===== config.mk =====
export PLATFORM = sky130hd
export DESIGN_NAME = pwm_bank
export DESIGN_NICKNAME = d
export VERILOG_FILES = /design/src/rtl/pwm_bank.sv
export SDC_FILE = /design/constraint.sdc
export NUM_CORES = 1
export LEC_CHECK = 0
export ABC_CLOCK_PERIOD_IN_PS = 5300
export CAP_MARGIN = 20
export CELL_PAD_IN_SITES_DETAIL_PLACEMENT = 1
export CELL_PAD_IN_SITES_GLOBAL_PLACEMENT = 1
export CORE_MARGIN = 2
export CORE_UTILIZATION = 46
export DETAILED_ROUTE_END_ITERATION = 10
export GPL_TIMING_DRIVEN = 0
export PLACE_DENSITY = 0.81
export SLEW_MARGIN = 20
export SYNTH_ARGS = -nofsm -noshare
export SYNTH_HDL_FRONTEND = slang
export SYNTH_SLANG_ARGS = --single-unit

===== constraint.sdc =====
create_clock -name clk -period 5.3 [get_ports clk]
set_clock_uncertainty 0.15 [all_clocks]
set_input_delay 1.06 -clock clk [delete_from_list [all_inputs] [get_ports clk]]
set_output_delay 1.06 -clock clk [all_outputs]
set_load 0.02 [all_outputs]

===== src/rtl/pwm_bank.sv =====
`default_nettype none
// ============================================================================
//  Module   : pwm_bank
//  Purpose  : Multi-channel PWM with a shared period counter, per-channel
//             duty/phase offset, and shadow registers committed at a wrap.
//             Optional PWM_BANK_GATE_EN adds gate_mask (out[k] &= raw[0]).
//  Revision : 1.0
// ============================================================================
module pwm_bank #(
    parameter int CHANNELS = 4,
    parameter int WIDTH    = 8,
    parameter int CH_W     = (CHANNELS > 1) ? $clog2(CHANNELS) : 1
) (
    input  logic                clk,
    input  logic                rst,
    input  logic [WIDTH-1:0]    period,
    input  logic                cfg_valid,
    output logic                cfg_ready,
    input  logic [CH_W-1:0]     cfg_ch,
    input  logic [WIDTH-1:0]    cfg_duty,
    input  logic [WIDTH-1:0]    cfg_offset,
    input  logic                commit,
`ifdef PWM_BANK_GATE_EN
    input  logic [CHANNELS-1:0] gate_mask,
`endif
    output logic [CHANNELS-1:0] out,
    output logic                wrap
);

    localparam logic [CH_W:0]  c_CH_LIMIT = (CH_W+1)'(CHANNELS);
    localparam logic [WIDTH:0] c_PH_ONE   = (WIDTH+1)'(1);

    logic [WIDTH-1:0]    r_cnt;
    logic [WIDTH-1:0]    r_per_a;
    logic                r_pending;
    logic [CHANNELS-1:0] r_out;
    logic                r_wrap;

    logic                w_at_end;
    logic                w_wr;
    logic                w_xfer;
    logic [CHANNELS-1:0] w_raw;
    logic [CHANNELS-1:0] w_gated;

    assign w_at_end  = (r_cnt == r_per_a);
    assign cfg_ready = ~r_pending;
    assign w_wr      = cfg_valid & cfg_ready & ({1'b0, cfg_ch} < c_CH_LIMIT);
    assign w_xfer    = w_at_end & r_pending;

    always_ff @(posedge clk or posedge rst) begin
        if (rst) begin
            r_cnt     <= '0;
            r_per_a   <= '1;
            r_pending <= 1'b0;
        end else begin
            if (w_at_end) begin
                r_cnt   <= '0;
                r_per_a <= period;
            end else begin
                r_cnt <= r_cnt + WIDTH'(1);
            end
            // A commit landing on the wrap itself waits for the next wrap.
            if (w_xfer) begin
                r_pending <= 1'b0;
            end else if (commit) begin
                r_pending <= 1'b1;
            end
        end
    end

    for (genvar k = 0; k < CHANNELS; k++) begin : g_ch
        logic [WIDTH-1:0] r_sh_duty;
        logic [WIDTH-1:0] r_sh_off;
        logic [WIDTH-1:0] r_duty_a;
        logic [WIDTH-1:0] r_off_a;
        logic [WIDTH-1:0] w_off_eff;
        logic [WIDTH:0]   w_ph;

        always_ff @(posedge clk or posedge rst) begin
            if (rst) begin
                r_sh_duty <= '0;
                r_sh_off  <= '0;
                r_duty_a  <= '0;
                r_off_a   <= '0;
            end else begin
                if (w_wr && (cfg_ch == CH_W'(k))) begin
                    r_sh_duty <= cfg_duty;
                    r_sh_off  <= cfg_offset;
                end
                if (w_xfer) begin
                    r_duty_a <= r_sh_duty;
                    r_off_a  <= r_sh_off;
                end
            end
        end

        // Phase is cnt shifted back by the offset, modulo the period length.
        always_comb begin
            w_off_eff = (r_off_a > r_per_a) ? '0 : r_off_a;
            if (r_cnt >= w_off_eff) begin
                w_ph = {1'b0, r_cnt} - {1'b0, w_off_eff};
            end else begin
                w_ph = {1'b0, r_cnt} + {1'b0, r_per_a} + c_PH_ONE - {1'b0, w_off_eff};
            end
        end

        assign w_raw[k] = (w_ph < {1'b0, r_duty_a});
    end

`ifdef PWM_BANK_GATE_EN
    logic w_unused_gate0;
    assign w_unused_gate0 = gate_mask[0];

    always_comb begin
        w_gated = w_raw;
        for (int k = 1; k < CHANNELS; k++) begin
            if (gate_mask[k]) begin
                w_gated[k] = w_raw[k] & w_raw[0];
            end
        end
    end
`else
    assign w_gated = w_raw;
`endif

    // The wrap pulse coincides with out reflecting cnt == 0.
    always_ff @(posedge clk or posedge rst) begin
        if (rst) begin
            r_out  <= '0;
            r_wrap <= 1'b0;
        end else begin
            r_out  <= w_gated;
            r_wrap <= (r_cnt == '0);
        end
    end

    assign out  = r_out;
    assign wrap = r_wrap;

endmodule
`default_nettype wire


Word level (Yosys, flattened, before mapping)

Cells that the tools add are included.

Output and inout bits: 6
Register bits: 150
Word-level logic and storage cells: 69
Input bits: 30

$lt $le $gt $ge: 12
Add/subtract/negate cells: 11
Equality and inequality tests: 4
Reduce and logical (&&, ||, !) cells: 7
Bitwise gates (word level): 3
Muxes and demuxes: 11

Operators by type and width:

| operator            | number |
|---|---|
| $mux 8              | 5 |
| $lt 9x8->1          | 4 |
| $mux 9              | 4 |
| $sub 8x8->9         | 4 |
| $sub 9x8->9         | 4 |
| $ge 8x8->1          | 4 |
| $gt 8x8->1          | 4 |
| $add 8x8->9         | 1 |
| $add 9x1->9 const B | 1 |
| $add 8x1->8 const B | 1 |
| $eq 8x8->1          | 1 |
| $logic_not 8->1     | 1 |
| $eq 2x2->1 const B  | 2 |
| $logic_and 1x1->1   | 4 |
| $and 1x1->1         | 2 |
| $eq 2x1->1 const B  | 1 |
| $logic_not 2->1     | 1 |
| $mux 1              | 2 |
| $reduce_bool 2->1   | 1 |
| $not 1->1           | 1 |

Longest topological paths before layout

Depth in word-level cells: 5
Gate-level depth with buffers: 23
Mapped depth without buffers: 23

Worst setup path before layout

OpenSTA, ideal clock, no wires.

Path type: reg2reg
From: reg r_per_a[1]
To: reg r_out[3], in the netlist out[3]
Clock period less this slack: 4.917 ns
Path slack: 0.383 ns
Buffers on the path: 1
Library setup time: 0.104 ns
Required time: 5.046 ns
Stages on the path, launching flop included: 23
Arrival: 4.664 ns
Cell sequence: dfstp_2 > inv_1 > ha_1 > nor2b_1 > o21a_1 > o21a_1 > o21a_1 > o21ai_1 > nand3_1 > ha_1 > nand2b_1 > a21oi_1 > nor3_1 > o31ai_1 > buf_2 > nor2_1 > a21oi_1 > ha_1 > a21o_1 > a21o_1 > a211oi_1 > o21bai_1 > a221oi_1

Longest elaborated chain between the ends: 5
Elaborated cells on any way between the ends: 9
Classes of those cells: add/sub (4); order compare (3); mux (2)

RTL lines:

| item                                             | RTL line | RTL |
|---|---|---|
| start, declared                                  | 34       | `logic [WIDTH-1:0] r_per_a;` |
| start signal, assigned                           | 58       | `r_per_a <= period;` |
| $add 8x8->9 / $gt 8x8->1 (equally long branches) | 103, 99  |  |
| $add 9x1->9 / $mux 8 (equally long branches)     | 103, 99  |  |
| $sub 9x8->9 (tied with other cells)              | 103      | `w_ph = {1'b0, r_cnt} + {1'b0, r_per_a} + c_PH_ONE - {1'b0, w_off_eff};` |
| $mux 9 *                                         | 100      | `if (r_cnt >= w_off_eff) begin` |
| $lt 9x8->1 *                                     | 107      | `assign w_raw[k] = (w_ph < {1'b0, r_duty_a});` |
| net w_gated[3]                                   | 43       | `logic [CHANNELS-1:0] w_gated;` |
| end signal, assigned                             | 132      | `r_out <= w_gated;` |
| end, declared                                    | 36       | `logic [CHANNELS-1:0] r_out;` |

The timed path passes the listed nets; every way through them passes the cells marked *.
A chain may end at the register's enable or synchronous reset.

Worst setup path in the final report

From: reg r_per_a[1]
To: reg r_out[0], in the netlist out[0]

Same word-level chain as after synthesis.

==> insert_results.sql <==
INSERT INTO impl_metrics (metric_group, metric, value, unit) VALUES
('outcome', 'outcome', 'finished, violations left', ''),
('outcome', 'failed_checks', 'setup timing', ''),
('sta', 'number_of_pins_with_negative_max_slew_slack_in_the_final_report', '0', ''),
('final_layout', 'synthToLayoutAreaGrowth', '21.0', '%'),
('placed_design', 'routabilityCongestion', '0.912', ''),
('global_routing', 'leftover_overflow_at_the_end_of_global_routing', '0', ''),
('global_routing', 'antenna_found_initial', '0', ''),
('yosys', 'synthFlopType', 'sky130_fd_sc_hd__dfrtp_1', ''),
('setup_path', 'path_class', 'reg2reg', ''),
('setup_path', 'critical_path.startpoint_type', 'flip-flop', ''),
('sta', 'timing.final.crit_share', '102', '%'),
('yosys', 'synth_sequential_area_ratio', '35.0', '%'),
('yosys', 'synth_area_leaders', 'sky130_fd_sc_hd__dfrtp_1, sky130_fd_sc_hd__ha_1, sky130_fd_sc_hd__mux2_2', ''),
('sta', 'timing.hold.ws', '0.354', 'ns'),
('placed_design', 'portBuffers', '35', ''),
('detailed_routing', 'route.detailed.drc', '0', ''),
('floorplan', 'fp.dieW', '157', 'um'),
('yosys', 'syn_area_per_cell', '10.7', 'sq um'),
('detailed_routing', 'routed_wire_length_per_instance', '26.0', 'um'),
('sta', 'unrepaired_setup_endpoints_after_global_routing', 'yes', ''),
('sta', 'slew_headroom', '24.2', '%'),
('clocking', 'ctsRootBufferMaster', 'sky130_fd_sc_hd__clkbuf_16', ''),
('job', 'drv_cap', '0', ''),
('global_routing', 'grt_pass1_wl', '51600', 'um'),
('sta', 'post-route-min-period', '5.41', 'ns'),
('yosys', 'synth_area_leader', 'sky130_fd_sc_hd__dfrtp_1', ''),
('yosys', 'synthesis.area', '10800', 'sq um'),
('floorplan', 'std_cell_rows', '55', ''),
('detailed_routing', 'drtAntennaViolNets', '0', ''),
('setup_path', 'crit_path_max_fo', '6', ''),
('setup_path', 'critPathArrivalTime', '5.61', 'ns'),
('sta', 'worst_pin_slew', '1.14', 'ns'),
('sta', 'setup_violations', '2', ''),
('yosys', 'synth_most_common_cell', 'sky130_fd_sc_hd__dfrtp_1', ''),
('detailed_routing', 'vias_per_cell', '6.16', ''),
('final_layout', 'drive_gt1_share', '29.4', '%'),
('setup_path', 'worst_setup_path_end_kind', 'flip-flop', ''),
('clocking', 'count_of_hold_buffers_inserted_by_post_cts_repair', '0', ''),
('detailed_routing', 'postRouteWirelength', '36900', 'um'),
('sta', 'hold_violations', '0', ''),
('clocking', 'clockBufferDepth', '2', ''),
('yosys', 'synth_largest_type_area_fraction', '33.0', '%'),
('sta', 'max_freq', '185', 'MHz'),
('clocking', 'clock_tree_sinks', '150', ''),
('global_routing', 'grt_max_degree', '92', ''),
('clocking', 'cts_tree', 'yes', ''),
('clocking', 'cts-htree-levels', '4', ''),
('global_routing', 'first_global_vias', '8916', ''),
('clocking', 'register_clock_pin_slew_on_the_reported_worst_setup_and_hold_paths', '0.06', 'ns'),
('final_layout', 'antenna-diode-count', '0', ''),
('floorplan', 'ios', '36', ''),
('clocking', 'cts-buffers-inserted', '17', ''),
('detailed_routing', 'drt_first_iter_violations', '472', ''),
('floorplan', 'floorplan.die_area', '24600', 'sq um'),
('detailed_routing', 'dr.pass1.iters', '5', ''),
('yosys', 'synth_seq_cells', '150', ''),
('yosys', 'synth_top_cells_by_count', 'sky130_fd_sc_hd__dfrtp_1, sky130_fd_sc_hd__ha_1, sky130_fd_sc_hd__mux2_2', ''),
('yosys', 'syn_nets', '1182', ''),
('yosys', 'synth_edf_count', '0', ''),
('placed_design', 'placement.setup.worst_slack', '-0.560', 'ns'),
('floorplan', 'start_util', '47.3', '%'),
('yosys', 'post_synth_num_cell_types', '62', ''),
('sta', 'timing.final.ws_setup', '-0.108', 'ns'),
('yosys', 'yosys_warnings', '0', ''),
('power_and_ir_drop', 'peak_ir_drop_on_the_vdd_network', '295', 'uV'),
('final_layout', 'num-nets-final', '1268', ''),
('yosys', 'synth_cells', '1009', ''),
('power_and_ir_drop', 'p_leak', '5.99', 'nW'),
('detailed_routing', 'via_total_after_detailed_routing', '8758', ''),
('worst_hold_path', 'hp-class', 'reg2reg', ''),
('floorplan', 'die_y', '157', 'um'),
('global_routing', 'globalRouteTotalUtil', '28.0', '%'),
('setup_path', 'critPathRequiredTime', '5.50', 'ns'),
('power_and_ir_drop', 'power.density_cell_area', '195', 'nW/um^2'),
('floorplan', 'fp.coreArea', '22800', 'sq um'),
('placed_design', 'dp_hpwl', '23900', 'um'),
('clocking', 'clock_network_latency_to_the_later_pin_of_the_worst_skew_pair', '0.44', 'ns'),
('yosys', 'ys_async_sr_fraction', '100', '%');
-- power by group --
group	internal, W	total [W]	switching [W]
logic	0.0000499	0.000102	0.0000519
registers	0.00118	0.00121	0.0000242
clock network	0.000622	0.00123	0.000605
total	0.00185	0.00254	0.000681
-- cell usage in the layout (no fill, tap or decap), types with 15 or more instances in the layout --
| cell type | n |
|---|---|
| sky130_fd_sc_hd__mux2_4 | 49 |
| sky130_fd_sc_hd__dfrtp_1 | 141 |
| sky130_fd_sc_hd__clkbuf_16 | 18 |
| sky130_fd_sc_hd__buf_4 | 28 |
| sky130_fd_sc_hd__ha_1 | 111 |
| sky130_fd_sc_hd__nand2_1 | 29 |
| sky130_fd_sc_hd__nor2_1 | 47 |
| sky130_fd_sc_hd__a21oi_1 | 38 |
| sky130_fd_sc_hd__inv_1 | 53 |
| sky130_fd_sc_hd__and3_1 | 15 |
| sky130_fd_sc_hd__xnor2_1 | 25 |
| sky130_fd_sc_hd__xor2_1 | 17 |
| sky130_fd_sc_hd__o21ai_0 | 39 |
| sky130_fd_sc_hd__o21a_1 | 37 |
| sky130_fd_sc_hd__a21o_1 | 24 |
| sky130_fd_sc_hd__mux2_2 | 81 |
| sky130_fd_sc_hd__clkdlybuf4s50_1 | 35 |
| sky130_fd_sc_hd__nand3_1 | 38 |
| sky130_fd_sc_hd__nor2b_1 | 21 |
| sky130_fd_sc_hd__ha_4 | 19 |
-- cell type report --
cell class                 instances  area, sq um
buffer                            17          136
inverter                          57          233
fill                            2390         9750
sequential                       150         3760
timing repair buffer              67          646
clock buffer                      18          429
tap                              313          392
clock inverter                    14          134
multi-input combinational        785         7300
-- critical path, cell delays in order, from the launching register on --
cell and delay, ns:
sky130_fd_sc_hd__dfstp_2 0.56, sky130_fd_sc_hd__clkinvlp_4 0.17, sky130_fd_sc_hd__buf_4 0.18, sky130_fd_sc_hd__ha_1 0.32, sky130_fd_sc_hd__nor2b_1 0.15, sky130_fd_sc_hd__o21a_1 0.19, sky130_fd_sc_hd__o21a_1 0.19, sky130_fd_sc_hd__o21a_1 0.22
sky130_fd_sc_hd__o21ai_4 0.25, sky130_fd_sc_hd__buf_6 0.16, sky130_fd_sc_hd__and3_4 0.23, sky130_fd_sc_hd__ha_4 0.22, sky130_fd_sc_hd__and3_1 0.16, sky130_fd_sc_hd__a41o_1 0.20, sky130_fd_sc_hd__a21oi_4 0.17, sky130_fd_sc_hd__and4_4 0.29
sky130_fd_sc_hd__buf_8 0.13, sky130_fd_sc_hd__nor2_1 0.05, sky130_fd_sc_hd__a21oi_1 0.14, sky130_fd_sc_hd__ha_1 0.26, sky130_fd_sc_hd__a21oi_1 0.15, sky130_fd_sc_hd__nor2b_1 0.07, sky130_fd_sc_hd__o21ai_0 0.32, sky130_fd_sc_hd__a31oi_1 0.17
sky130_fd_sc_hd__a211oi_2 0.21
-- path summary, 6_finish.rpt --
check / slack (ns) / cells after the start / from / endpoint
max: -0.11 / 24 / r_per_a[1] / out[0]
min: 0.35 / 1 / g_ch[1].r_sh_off[5] / g_ch[1].r_sh_off[5]
max reg2reg: -0.11 / 24 / r_per_a[1] / out[0]
max in group asynchronous: 3.22 / 3 / rst / r_per_a[0]
min in group asynchronous: 0.98 / 2 / rst / g_ch[1].r_sh_off[7]
min reg2reg: 0.35 / 1 / g_ch[1].r_sh_off[5] / g_ch[1].r_sh_off[5]
-- cells by family (layout without fill, tap and decap cells) --
logic type / count (synthesis) / after routing / share of synthesized area, %
AND/OR/NAND/NOR: 230 / 230 / 11.0
AO/OA/AOI/OAI: 227 / 229 / 13.9
flip-flops: 150 / 150 / 35.0
adder cells (fa/ha/maj): 143 / 143 / 17.2
multiplexers: 138 / 138 / 16.1
buffers and inverters: 76 / 173 / 3.17
XOR/XNOR: 45 / 45 / 3.66
-- state kept, by name, indices dropped and copies added (netlist names) --
register        cells
g_ch.r_duty_a      32
g_ch.r_off_a       32
g_ch.r_sh_duty     32
g_ch.r_sh_off      32
r_cnt               8
r_per_a             8
out                 4
r_pending           1
wrap                1
-- metrics by stage --
stage          cell area (sq um)  std cells  util (%)  setup TNS, ns  power, W
6_report                   13000       1421      57.2         -0.149   0.00254
5_1_grt                    13000       1421      57.2         -0.675   0.00259
4_1_cts                    12200       1393      53.6       -0.00687   0.00254
3_5_place_dp               11500       1358      50.7          -1.26   0.00133
3_3_place_gp               11500       1357      50.5        -293.62   0.00131
2_1_floorplan              10800       1009         -              0   0.00127
-- layer usage --
| layer | share of wire, % | up-vias | GRT usage (%) |
|---|---|---|---|
| met5 | 0 | - | 0 |
| met4 | 4.6 | 0 | 11.4 |
| met3 | 5.4 | 95 | 3.61 |
| met2 | 47 | 312 | 46.1 |
| met1 | 43 | 4459 | 37.5 |
| li1 | - | 3892 | - |
-- what timing repair did --
item / 4_1_cts / 5_1_grt
gates resized for setup: 18 / 115
gates cloned: 0 / 4
setup buffers: 3 / 26
endpoints found under the setup margin: 4 / 4
pin swaps: 2 / 34
(Power assumes the default switching activity.)
